===== src/rtl/shift_datapath.sv =====
// +----------------------------------------------------------------------+
// | shift_datapath: seed mux -> feedback mux -> shifter -> load register |
// | Rev 1.0                                                              |
// +----------------------------------------------------------------------+
`default_nettype none

module mux #(
  parameter int WIDTH = 8
) (
  input  logic             sel,
  input  logic [WIDTH-1:0] in0,
  input  logic [WIDTH-1:0] in1,
  output logic [WIDTH-1:0] out
);
  always_comb begin
    out = in0;
    if (sel == 1'b1) out = in1;
  end
endmodule

module shifter #(
  parameter int WIDTH = 8
) (
  input  logic [1:0]       func,
  input  logic [WIDTH-1:0] din,
  output logic [WIDTH-1:0] dout
);
  always_comb begin
    dout = din;
    case (func)
      2'b00: dout = din;
      2'b01: dout = {din[WIDTH-2:0], 1'b0};
      2'b10: dout = {1'b0, din[WIDTH-1:1]};
      2'b11: dout = {din[WIDTH-2:0], din[WIDTH-1]};
      default: dout = din;
    endcase
  end
endmodule

module register #(
  parameter int WIDTH = 8
) (
  input  logic             clk,
  input  logic             clear_n,
  input  logic             load,
  input  logic [WIDTH-1:0] d,
  output logic [WIDTH-1:0] q
);
  always_ff @(posedge clk or negedge clear_n) begin
    if (!clear_n) begin
      q <= '0;
    end else if (load) begin
      q <= d;
    end
  end
endmodule

module shift_datapath #(
  parameter int               WIDTH  = 8,
  parameter logic [WIDTH-1:0] CONST0 = {1'b1, {WIDTH-1{1'b0}}},
  parameter logic [WIDTH-1:0] CONST1 = {{WIDTH-1{1'b0}}, 1'b1}
) (
  input  logic             clk,
  input  logic             clear_n,
  input  logic             load,
  input  logic             sel_const,
  input  logic             sel_fb,
  input  logic [1:0]       func,
  output logic [WIDTH-1:0] shift_out,
  output logic [WIDTH-1:0] q
);
  logic [WIDTH-1:0] seed;
  logic [WIDTH-1:0] src;

  mux #(.WIDTH(WIDTH)) u_seed_mux (
    .sel (sel_const),
    .in0 (CONST0),
    .in1 (CONST1),
    .out (seed)
  );

  // The register breaks the feedback path, so q -> src is not a comb loop.
  mux #(.WIDTH(WIDTH)) u_fb_mux (
    .sel (sel_fb),
    .in0 (seed),
    .in1 (q),
    .out (src)
  );

  shifter #(.WIDTH(WIDTH)) u_shifter (
    .func (func),
    .din  (src),
    .dout (shift_out)
  );

  register #(.WIDTH(WIDTH)) u_register (
    .clk     (clk),
    .clear_n (clear_n),
    .load    (load),
    .d       (shift_out),
    .q       (q)
  );
endmodule

`default_nettype wire


===== config.mk =====
export PLATFORM = sky130hd
export DESIGN_NAME = shift_datapath
export DESIGN_NICKNAME = d
export VERILOG_FILES = /design/src/rtl/shift_datapath.sv
export SDC_FILE = /design/constraint.sdc
export NUM_CORES = 1
export LEC_CHECK = 0
export CELL_PAD_IN_SITES_DETAIL_PLACEMENT = 1
export CELL_PAD_IN_SITES_GLOBAL_PLACEMENT = 2
export CORE_MARGIN = 2
export CORE_UTILIZATION = 25
export CTS_CLUSTER_DIAMETER = 150
export DETAILED_ROUTE_END_ITERATION = 7
export DONT_BUFFER_PORTS = 1
export PLACE_DENSITY = 0.55
export SLEW_MARGIN = 5
export SYNTH_ARGS = -nofsm -noshare
export SYNTH_HDL_FRONTEND = slang
export SYNTH_SLANG_ARGS = --single-unit

===== constraint.sdc =====
create_clock -name clk -period 1.5 [get_ports clk]
set_input_delay 0.075 -clock clk [delete_from_list [all_inputs] [get_ports clk]]
set_output_delay 0.075 -clock clk [all_outputs]
set_load 0.02 [all_outputs]

# Yosys cells after proc, flatten, opt, wreduce, memory -nomap -nowiden
# Cells that the tools add are included.
[op_classes]
n_addsub = 0
mul = 0
div = 0
magnitude_cmp = 0
n_eq_ne = 3
shifts = 0
muxes = 3
n_bitwise = 0
n_reduce_logical = 1
[op_table]
columns = ["cell", "count"]
rows = [
  ["case mux 8 bit (4 select lines)", 1],
  ["2-to-1 mux 8 bit", 2],
  ["equality test 2 bit, second input constant", 2],
  ["equality test 2 x 1 -> 1 bit, second input constant", 1],
  ["zero test 2 bit", 1],
]
[word_totals]
register_bits = 8
latchBits = 0
ramBits = 0
romBits = 0
output_inout_bits = 16
word_cells = 8
memories = 0

# Depth between registers and ports, before layout
[depth]
ltp_word = 3
mapped_depth = 4
ltp_nobuf = 3

# Cells and area by module
# Synthesis repeated with hierarchy kept, for this count alone.
[unflattened]
cells_unflattened = 62
area_unflattened_um2 = 774.5
[modules_own_cells]
columns = ["module", "n_inst", "cells_per_inst", "area_per_inst_um2", "seq_area_each_um2"]
rows = [
  ["register", 1, 17, 331.6, 200.2],
  ["mux", 2, 9, 131.4, 0.0],
  ["shifter", 1, 25, 172.7, 0.0],
  ["shift_datapath", 1, 2, 7.5, 0.0],
]

# Worst setup path before layout
# OpenSTA, ideal clock, no wires.
[synth_path]
path_kind = "register to output"
start = "register u_register.q[4]"
end = "output shift_out[3]"
arrival_ps = 1158
required_time_ps = 1425
slack_ps = 267
path_stages_with_launch = 4
n_path_buf = 0
cell_sequence = "dfrtp_1 -> mux2_2 -> mux2i_1 -> and2b_2"
[synth_between]
elab_chain_cells = 2
[synth_rtl]
columns = ["item", "line", "text"]
rows = [
  ["from (decl)", "47", "output logic [WIDTH-1:0] q"],
  ["from (signal assigned)", "51", "q <= '0;"],
  ["from (signal assigned)", "53", "q <= d;"],
  ["2-to-1 mux 8 bit", "17", "if (sel == 1'b1) out = in1;"],
  ["case mux 8 bit (4 select lines)", "30", "case (func)"],
  ["to (decl)", "69", "output logic [WIDTH-1:0] shift_out,"],
]
# Every way passes these cells.

# Worst setup path in the final report
[layout_path]
start = "register u_register.q[3]"
end = "output shift_out[3]"
# Same word-level chain as after synthesis.

==> reports/summary.txt <==
Num CTS Buffers: 3
Worst-margin pin slew: 0.462 ns
Setup TNS: 0 ns
PwrDens: 838 mW/mm2
Clock-pin transition on the worst setup and hold timing paths: 0.06 ns
Syn_area_per_cell: 9.30 um2
R2r worst-path depth: 3
H-tree Lvls: 1
Fill count: 265
Drc violations: 0
DRT antenna net count: 0
Gate power share: 31.0%
Met2 GRT Util: 24.3%
Grt met3 use: 6.90%
Fin crit period: 1.48 ns
Clk Tree Root Cell: clkbuf_4
Yosys cell types: 25
Fmax: 677 MHz
Reg power frac: 42.1%
Layout cells sized above 1: 37.0%
Hold path depth: 2
Leakage power: 0.325 nW
Initial Utilization: 26.3%
Outcome: completed
Die extent in x: 52.0 um
Max Cap Viol: 0
R2r setup slk: 0.28 ns
Slew HR: 69.1%
Core Util, Final: 34.3%
Vias: 508
Sequential area share after synthesis: 34.7%
RSZ-0062 raised after global routing: yes
Detail Placement HPWL: 1180 um
Nets: 82
Critical path peak fanout: 4
Top Registers: u_register.q: 8 flops
Row count: 17
Critical Path Source: u_register.q[3]$_DFFE_PN0P_
Routed WL per cell: 17.1 um
Final hold vios: 0
Synth warn: 0
Final WS setup: 0.0231 ns
Hold path start: sel_fb
Syn nets: 69
Global route hottest layer: met2
Overall global routing resource usage: 14.2%
P&R area growth vs syn: 30.4%
Met1 Use GR: 15.3%
Critical Path Sink Type: output pin
Pins Over Slew Limit: 0
Switching part of the total: 33.5%
Clock share of power: 26.8%
1st-pass router iterations: 3
Area of the multi-input gates: 378 um2
DIE AREA: 0.00271 mm2
Sink Count: 8
Antenna violations before repair: 0
Largest net degree at the start of global routing: 16
Total Wirelength: 1730 um
Largest register FFs: 8
Total grt overflow: 0
Initial drt markers: 6
CTS tree: built
Reg with most FFs: u_register.q
Ports: 23
IO Port Bufs: 0
P_sw: 211 uW
Global-route wire length before repair: 2750 um
Core Box Area: 0.00219 mm2
Worst Skew: 0.00468 ns
Hold WC Path Type: in -> reg
Fin crit share: 98.5%
CP required: 1.42 ns
Synth Register Bits: 8
Overall power: 630 uW
RR Startpoint: u_register.q[0]$_DFFE_PN0P_
Drt via density: 5.03
Register area: 204 um2
Setup violators final: 0
Placed Cells: 93
Post-Syn Instances: 62
Worst-Skew Late Latency: 0.26 ns
Longest Clk Path Bufs: 2
GP Congestion: 0.648
Antenna Cells: 0
Vias in the first global route: 560
P_int: 419 uW
Die Y: 52.0 um
Setup CP Type: reg -> out
Synthesized area: 577 um2
CP startpoint kind: flop
Post-Layout Cell Count: 101
Post-Place Worst Slack: 0.219 ns
VDD IR max: 0.000362 V
Arr. time, crit path: 1.40 ns
==> kinds of logic after synthesis <==
logic type | synth area share (%)
simple gates | 23.2
flops | 34.7
buf+inv | 7.37
mux | 22.6
compound gates | 12.1
==> cell usage after synthesis <==
library cell  count  area (um2)
nand4b_1          1        8.76
mux2i_1           4        40.0
and2b_2           1        8.76
a32oi_1           1        8.76
buf_4             1        7.51
nor2b_1           3        18.8
nand3b_1          1        7.51
nor3b_1           1        7.51
dfrtp_1           8         200
buf_6             1        11.3
buf_2             1        5.00
nand2_1           6        22.5
inv_1             4        15.0
nand4bb_1         1        11.3
nand3_1           1        5.00
nor2_1            5        18.8
nor4_1            1        6.26
o22ai_1           4        25.0
a31oi_1           5        31.3
and2_1            1        6.26
o21ai_0           1        5.00
mux2_4            3        45.0
clkbuf_1          1        3.75
mux2_2            4        45.0
nand2b_1          2        12.5
==> per-layer routing <==
layer  vias up  part of all wire, %
met5         -                    0
met4         0                 0.81
met3         2                  7.2
met2        15                   48
met1       248                   44
li1        243                    -
==> final timing paths <==
check / end
worst max-delay path: shift_out[3]
worst min-delay path: u_register.q[7]$_DFFE_PN0P_
worst max register to register: u_register.q[0]$_DFFE_PN0P_
worst min register to register: u_register.q[0]$_DFFE_PN0P_
max in group asynchronous: u_register.q[6]$_DFFE_PN0P_
min in group asynchronous: u_register.q[3]$_DFFE_PN0P_
==> power groups by stage <==
stage	Clock [mW]	Sequential, mW	Combinational [mW]
2_1_floorplan	0	0.282	0.118
3_3_place_gp	0	0.267	0.157
3_5_place_dp	0	0.268	0.159
4_1_cts	0.179	0.265	0.183
5_1_grt	0.185	0.269	0.211
6_report	0.169	0.266	0.196
==> layout by cell type, fill, tap and decap left out, drive strengths merged, types with 2 or more instances in the layout <==
master,Yosys,routed
nand2,6,6
clkbuf,1,3
nor2b,3,3
mux2i,4,4
nand2b,2,2
dlygate4sd3,0,3
buf,3,9
inv,4,4
o22ai,4,4
mux2,7,7
nor2,5,5
dfrtp,8,8
a31oi,5,5
==> through the flow <==
stage / hold WS (ns) / cell area (um2)
after CTS: 0.00603 / 712
after global placement: -0.220 / 637
after detailed placement: -0.220 / 637
after global routing: 0.0196 / 752
final: 0.0198 / 752
after floorplan: -0.221 / 577
==> timing repair <==
| action | in CTS | in global routing |
|---|---|---|
| hold buffers | 3 | 0 |
| endpoints found under the hold margin | 16 | 0 |
| setup buffers | 1 | 1 |
| resized for setup | 4 | 8 |
| pin swaps | 0 | 2 |
| setup endpoints to repair | 3 | 6 |
==> critical path, cell delays in order, from the launching register on <==
cell and delay, ns:
dfrtp_1 0.42, mux2_4 0.28, mux2i_1 0.16, and2b_2 0.28
==> area by class of cell <==
| cell class | instances | area share, % |
|---|---|---|
| Clock buffer | 3 | 3.00 |
| Inverter | 4 | 2.00 |
| Multi-Input combinational cell | 46 | 50.2 |
| Sequential cell | 8 | 27.1 |
| Tap cell | 28 | 4.66 |
| Timing Repair Buffer | 12 | 13.0 |
Note: power is estimated with default switching activity, not from simulation.
